**config.mk**
```make
export PLATFORM = sky130hd
export DESIGN_NAME = aes_byte_loader
export DESIGN_NICKNAME = d
export VERILOG_FILES = /design/src/rtl/aes_byte_loader.sv
export SDC_FILE = /design/constraint.sdc
export NUM_CORES = 1
export LEC_CHECK = 0
export CORE_MARGIN = 1.5
export CORE_UTILIZATION = 50
export DETAILED_ROUTE_END_ITERATION = 6
export PLACE_DENSITY_LB_ADDON = 0.2
export SLEW_MARGIN = 20
export SYNTH_ARGS = -nofsm -noshare
export SYNTH_HDL_FRONTEND = slang
export SYNTH_SLANG_ARGS = --single-unit
```
**constraint.sdc**
```tcl
create_clock -name clk -period 2.7 [get_ports clk]
set_input_delay 0.81 -clock clk [delete_from_list [all_inputs] [get_ports clk]]
set_output_delay 0.81 -clock clk [all_outputs]
set_load 0.05 [all_outputs]
```
**src/rtl/aes_byte_loader.sv**
```systemverilog
// aes_byte_loader: writer end of the byte-serial AES-128 core load interface.
// A 128-bit key and plaintext block are accepted over valid/ready. The loader
// then resets the core for one cycle and streams one key byte and one plaintext
// byte per cycle, most significant byte first. After that it waits for the
// core's sticky data-valid flag, or gives up after TIMEOUT cycles, and pulses
// done together with a timeout_err qualifier.
module aes_byte_loader #(
    parameter int NBYTES  = 16,
    parameter int TIMEOUT = 2048,
    parameter int TW      = 12
) (
    input  logic         clk,
    input  logic         rst,
    input  logic         in_valid,
    output logic         in_ready,
    input  logic [127:0] in_key,
    input  logic [127:0] in_pt,
    output logic         core_rst,
    output logic [7:0]   key_byte,
    output logic [7:0]   data_byte,
    input  logic         core_vld,
    output logic         busy,
    output logic         done,
    output logic         timeout_err
);

    localparam int BW = $clog2(NBYTES);

    typedef enum logic [2:0] {
        IDLE = 3'd0,
        CRST = 3'd1,
        LOAD = 3'd2,
        RUN  = 3'd3,
        FIN  = 3'd4
    } state_t;

    state_t          state_r;
    logic [BW-1:0]   byte_cnt_r;
    logic [TW-1:0]   tmo_cnt_r;
    logic [127:0]    key_r;
    logic [127:0]    pt_r;
    logic            err_r;
    logic [6:0]      bit_lo_s;

    // Sequencer: capture the request, reset the core, stream bytes, wait for the core.
    always_ff @(posedge clk) begin
        if (rst) begin
            state_r    <= IDLE;
            byte_cnt_r <= '0;
            tmo_cnt_r  <= '0;
            key_r      <= '0;
            pt_r       <= '0;
            err_r      <= 1'b0;
        end else begin
            case (state_r)
                IDLE: begin
                    // in_ready is high here, so in_valid alone completes the handshake.
                    if (in_valid) begin
                        key_r   <= in_key;
                        pt_r    <= in_pt;
                        state_r <= CRST;
                    end
                end
                CRST: begin
                    byte_cnt_r <= '0;
                    state_r    <= LOAD;
                end
                LOAD: begin
                    if (byte_cnt_r == BW'(NBYTES - 1)) begin
                        byte_cnt_r <= '0;
                        tmo_cnt_r  <= '0;
                        state_r    <= RUN;
                    end else begin
                        byte_cnt_r <= byte_cnt_r + {{(BW-1){1'b0}}, 1'b1};
                    end
                end
                RUN: begin
                    // A valid flag in the same cycle as the last timeout count wins.
                    if (core_vld) begin
                        err_r   <= 1'b0;
                        state_r <= FIN;
                    end else if (tmo_cnt_r == TW'(TIMEOUT - 1)) begin
                        err_r   <= 1'b1;
                        state_r <= FIN;
                    end else begin
                        tmo_cnt_r <= tmo_cnt_r + {{(TW-1){1'b0}}, 1'b1};
                    end
                end
                FIN: begin
                    state_r <= IDLE;
                end
                default: begin
                    state_r <= IDLE;
                end
            endcase
        end
    end

    // Byte lane offset of the current LOAD byte; byte 0 is the top byte.
    always_comb begin
        bit_lo_s = 7'(8 * (NBYTES - 1 - int'(byte_cnt_r)));
    end

    // Output decode from registered state; rst forces the reset-time values immediately.
    always_comb begin
        in_ready    = 1'b0;
        core_rst    = 1'b1;
        key_byte    = 8'h00;
        data_byte   = 8'h00;
        busy        = 1'b0;
        done        = 1'b0;
        timeout_err = 1'b0;
        if (rst) begin
            core_rst = 1'b1;
        end else begin
            in_ready    = (state_r == IDLE);
            core_rst    = (state_r == CRST);
            busy        = (state_r != IDLE);
            done        = (state_r == FIN);
            timeout_err = (state_r == FIN) && err_r;
            if (state_r == LOAD) begin
                key_byte  = key_r[bit_lo_s +: 8];
                data_byte = pt_r[bit_lo_s +: 8];
            end else begin
                key_byte  = 8'h00;
                data_byte = 8'h00;
            end
        end
    end

endmodule

```
==> impl_metrics.ini, run 1 <==
[worst_setup_path]
crit_required_ns = 1.89
crit_start = byte_cnt_r[0]
r2r_start = byte_cnt_r[0]
end_kind = output pin
path_class = flop to output pin
crit_end = key_byte[3]
critPathLaunchType = flop
r2r_slack_ns = 0.63
arrival_ns = 2.34
crit_fanout = 8
reg2reg_depth = 9
reg2reg_to = tmo_cnt_r[4]

[sta]
setup_tns_ns = -6.46
setup_viol = 16
period_share_pct = 117
fmax_mhz = 318
setup_ws_ns = -0.449
drv_slew = 0
rsz0062_at_grt = yes
tightestPinTransition_ns = 0.996
relSlewSlack_pct = 33.6
min_period_ns = 3.15
finClkSkew_ns = 0.00859
hold_violations = 0

[power_and_ir_drop]
p_leak_nw = 6.17
netSwitchingFraction_pct = 26.4
p_seq_share_pct = 42.8
p_sw_mw = 2.83
p_int_mw = 7.86
peakVddDrop_v = 0.000503
power_frac_clock_pct = 37.2
p_total_mw = 10.7
power_density_nw_per_um2 = 631
combPwrFrac_pct = 20.0

[yosys]
yosysSeqAreaShare_pct = 46.6
synth_top_area_cell = dfxtp_1
ys_types = 51
synth-main-ff-cell = dfxtp_1
synth_edf_count = 0
async_reset_ff_share_pct = 0
synth_area_leaders = dfxtp_1 (47%), nand2_1 (16%), mux4_2 (12%)
syn_area_um2 = 11900
syn_nets = 1651
syn_inst = 1389
yosysWarnings = 0
ys_seq_elements = 276
synth_top_area_share_pct = 46.6
avgSynthCellArea_um2 = 8.54

[floorplan]
die_area_um2 = 24700
fp.dieW_um = 157
io_pins = 281
fp.dieH_um = 157
initial_core_util_pct = 50.7
core-area_um2 = 23400
rows = 56

[placement]
io_buffer_count = 280
gp_congestion = 0.879
post-dp-hpwl_mm = 23.9

[cts]
holdBufCountCts = 0
htree_levels = 1
cts_tree = built
clock_latency_ns = 0.53
clk_pin_slew_ns = 0.06
clk_root_buffer_cell = clkbuf_16
cts_sinks = 276
cts_buffer_depth = 3
numCtsBuffers = 29

[final_layout]
final-seq-area_um2 = 5530
layout_common_cells = nand2_1 (518), dfxtp_1 (274), a21oi_1 (261)
multi_input_area_um2 = 6210
nNetsFinal = 1916
drive_gt1_share_pct = 15.2
mostFrequentLayoutCell = nand2_1
fill_cells = 1794
syn2layout_area_growth_pct = 42.7

[global_route]
grt_overflow = 0
grt_pass1_vias = 10300
grt_pass1_wl_mm = 53.0
antenna_found_initial = 2
grt.total_usage_pct = 27.4
grt_start_max_net_pins = 119

[flow_run]
max_cap_violations = 0

[run_status]
failed_checks = setup timing
status = finished with violations

[route]
via_count = 10900
ant_nets = 0
drc = 0
routedWlPerCell_um = 17.6
drt_iter0_markers = 899
drt_wl_total_mm = 35.0
dr.pass1.iters = 7
viasPerCell = 5.49

[worst_hold_path]
hp-class = flop to flop
hp-start = pt_r[42]
## area by class of cell
class,count,area share (%)
inverter,4,0.0887
tap,319,2.36
timing repair buffer,347,22.6
clock buffer,42,5.11
sequential,276,32.7
multi-input combinational,996,36.7
clock inverter,7,0.532
antenna,1,0.0148
## worst max-delay path: stages, from the launching register on
cell and delay [ns]:
dfxtp_4 0.43, buf_12 0.13, buf_16 0.13, buf_4 0.12, mux4_2 0.55, mux2i_4 0.20
o22ai_4 0.09, buf_12 0.16
## metrics by stage
| stage | cells | instance area, um2 | hold slack, ns | setup WS [ns] | utilization [%] |
|---|---|---|---|---|---|
| after CTS | 1978 | 16800 | 0.453 | -0.461 | 71.6 |
| final | 1992 | 16900 | 0.451 | -0.449 | 72.3 |
| after global routing | 1991 | 16900 | 0.466 | -0.529 | 72.3 |
| after global placement | 1919 | 15400 | 0.438 | -0.124 | 65.9 |
| after detailed placement | 1919 | 15400 | 0.445 | -0.144 | 65.9 |
| after floorplan | 1389 | 12000 | 0.433 | -0.144 | - |
## worst min-delay path by stage
stage	depth (start not counted)	endpoint	slack [ns]
after floorplan	2	key_r[104]	0.43
after global placement	2	pt_r[45]	0.44
after detailed placement	2	pt_r[75]	0.44
after CTS	2	pt_r[75]	0.45
after global routing	2	pt_r[29]	0.47
final	2	pt_r[42]	0.45
## power by group through the flow
stage	Combinational [mW]	Clock (mW)	Sequential (mW)
global route	2.30	4.19	4.61
global placement	1.91	0	4.64
detailed placement	1.93	0	4.66
CTS	2.06	4.01	4.57
finish	2.14	3.97	4.58
floorplan	1.17	0	4.59
## state kept, by name, indices dropped and copies added (netlist names)
name,flops
key_r,128
pt_r,128
tmo_cnt_r,12
byte_cnt_r,4
state_r,3
err_r,1
## synth_stat cells (all sizes together), types with 4 or more instances
| master | n |
|---|---|
| a21oi | 262 |
| a31oi | 8 |
| buf | 56 |
| clkbuf | 57 |
| dfxtp | 276 |
| inv | 4 |
| mux2i | 32 |
| mux4 | 64 |
| nand2 | 519 |
| nand2b | 6 |
| nand3 | 7 |
| nor2 | 22 |
| nor3 | 5 |
| o21ai | 15 |
| o22ai | 16 |
| o31ai | 4 |
## layer usage
layer	part of all wire, %	vias up	track usage [%]
met5	0.031	-	0
met4	2.9	2	9.16
met3	7.6	64	4.49
met2	49	442	46.8
met1	41	5170	35.3
li1	-	5259	-
## timing repair
item,4_1_cts,5_1_grt
pin swaps,5,4
resized for setup,46,5
setup buffers,7,14
cloned,3,1
endpoints found under the setup margin,16,16
## kinds of logic (layout without fill, tap and decap cells)
group / Yosys count / after routing / share of synthesized area (%)
other: 0 / 1 / 0
DFF: 276 / 276 / 46.6
adders and majority gates: 2 / 2 / 0.211
xor gates and xnor gates: 1 / 1 / 0.0738
muxes: 96 / 96 / 14.8
and+or+nand+nor: 579 / 579 / 19.4
buffers and inverters: 117 / 400 / 4.60
AOI/OAI and AO/OA: 318 / 318 / 14.3
Power figures use the tool's default switching activity.
==> run 2, diff against run 1 <==
--- a/config.mk
+++ b/config.mk
@@ -6,8 +6,9 @@
 export NUM_CORES = 1
 export LEC_CHECK = 0
 export CORE_MARGIN = 1.5
-export CORE_UTILIZATION = 50
+export CORE_UTILIZATION = 55
 export DETAILED_ROUTE_END_ITERATION = 6
+export DONT_BUFFER_PORTS = 1
 export PLACE_DENSITY_LB_ADDON = 0.2
 export SLEW_MARGIN = 20
 export SYNTH_ARGS = -nofsm -noshare
==> run 2 against run 1 <==
Compared with the run above: the flow still finishes with violations (setup timing); non-clock buffer count down 281; sequential cell count unchanged; cell count down 16%; global-route usage up 1.2 points; clock power up 7.8%; routed wire length down 5.5%; sequential power about the same; maximum frequency down 5.7%; worst setup slack worse by 0.19 ns; via count down 9.7%; critical endpoint is now key_byte[7]; largest cell class unchanged.
==> impl_metrics.ini, run 2 (synthesized netlist as in run 1, its figures left out) <==
[cts]
numCtsBuffers = 29
htree_levels = 1
clock_latency_ns = 0.54
cts_sinks = 276
cts_buffer_depth = 3
clk_root_buffer_cell = clkbuf_16
holdBufCountCts = 0
clk_pin_slew_ns = 0.06
cts_tree = built

[final_layout]
top_regs = key_r x128, pt_r x128, tmo_cnt_r x12
mostFrequentLayoutCell = nand2_1
syn2layout_area_growth_pct = 18.4
fill_cells = 1719
nNetsFinal = 1635
drive_gt1_share_pct = 16.8
layout_common_cells = nand2_1 (518), dfxtp_1 (274), a21oi_1 (261)
fin_cells = 1671

[worst_setup_path]
end_kind = output pin
r2r_slack_ns = 0.60
crit_start = rst
r2r_start = state_r[1]
arrival_ns = 2.53
crit_required_ns = 1.89
reg2reg_depth = 6
reg2reg_to = pt_r[30]
path_class = input pin to output pin
crit_fanout = 276
crit_end = key_byte[7]
critPathLaunchType = input pin

[sta]
drv_slew = 0
relSlewSlack_pct = 49.4
worst_hold_slack_ns = 0.370
finClkSkew_ns = 0.0173
fmax_mhz = 300
hold_violations = 0
setup_ws_ns = -0.638
rsz0062_at_grt = yes
min_period_ns = 3.34
tightestPinTransition_ns = 0.759
setup_viol = 16
period_share_pct = 124

[global_route]
grt_pass1_vias = 9430
grt_start_max_net_pins = 277
antenna_found_initial = 2
grt_pass1_wl_mm = 49.8
grt.total_usage_pct = 28.6
grt_overflow = 0

[floorplan]
fp.dieH_um = 150
fp.dieW_um = 150
io_pins = 281
die_area_um2 = 22500
initial_core_util_pct = 56.3
rows = 53
core-area_um2 = 21100

[route]
drt_wl_total_mm = 33.1
drt_iter0_markers = 742
maxUsedRoutingLayer = met5
routedWlPerCell_um = 19.8
ant_nets = 0
via_count = 9878
met1_length_mm = 12.8
viasPerCell = 5.91
wl_met2_mm = 16.1
met3WireLength_mm = 2.76
drc = 0
dr.pass1.iters = 7

[placement]
io_buffer_count = 0
post-dp-hpwl_mm = 22.9
gp_congestion = 0.885
dp_cells = 1606

[power_and_ir_drop]
power_density_nw_per_um2 = 745
peakVddDrop_v = 0.000508
p_leak_nw = 5.06
p_total_mw = 10.5

[run_status]
status = finished with violations
failed_checks = setup timing

[flow_run]
max_cap_violations = 0

[worst_hold_path]
hp-class = input pin to flop
## run 2: cell count changes in the layout (fill, tap and decap cells not counted), moves of 3 or more
cell             previous run  this run
clkdlybuf4s50_1           258         0
clkbuf_8                   10         4
o22ai_2                     6         3
buf_4                      43        28
bufinv_16                   2         6
o22ai_1                     1         4
clkinv_2                    3         8
buf_12                     36        26
## run 2: final cells by class
class                           count  area, um2  area share (%)
Inverter                            4       15.0           0.107
Timing Repair Buffer               66        936            6.66
Multi-Input combinational cell    996       6190            44.0
Antenna cell                        1       2.50          0.0178
Clock buffer                       36        792            5.64
Tap cell                          275        344            2.45
Clock inverter                     17        243            1.73
Sequential cell                   276       5530            39.4
## run 2: how the worst min path moves through the flow
stage / to / cells after the start / startpoint
2_1_floorplan: key_r[104] / 2 / key_r[104]
3_3_place_gp: pt_r[108] / 2 / pt_r[108]
3_5_place_dp: key_r[44] / 2 / key_r[44]
4_1_cts: key_r[102] / 1 / rst
5_1_grt: key_r[103] / 1 / rst
6_report: err_r / 1 / rst
## run 2: worst max-delay path, stage by stage
cell	delay [ns]
nor3_1	0.44
nand2_1	0.09
buf_4	0.18
buf_12	0.16
o22ai_1	0.25
buf_4	0.26
## run 2: where the power goes
part	total (mW)	internal [mW]	switching (mW)	leakage (nW)
sequential	4.60	4.40	0.198	2.26
combinational	1.60	0.686	0.915	2.28
clock	4.28	2.65	1.63	0.514
## run 2: repair_timing
action,CTS,global route
hold endpoints to repair,0,0
pin swaps,4,7
setup buffers,8,0
gates cloned,4,1
gates resized for setup,41,10
endpoints found under the setup margin,16,16
## run 2: layer usage
metal / vias to the layer above / GRT usage, %
met5: - / 0
met4: 2 / 11.3
met3: 79 / 6.77
met2: 373 / 48.5
met1: 4716 / 34.9
li1: 4708 / -
## run 2: stage by stage
step	setup WS, ns	util, %	area, um2	setup TNS [ns]
after floorplan	-0.144	-	12000	-1.02
after CTS	-0.421	66.3	14000	-6.06
final	-0.638	66.6	14100	-9.17
after detailed placement	-0.0820	59.6	12600	-0.409
after global placement	-0.125	59.6	12600	-0.525
after global routing	-0.454	66.6	14100	-6.56
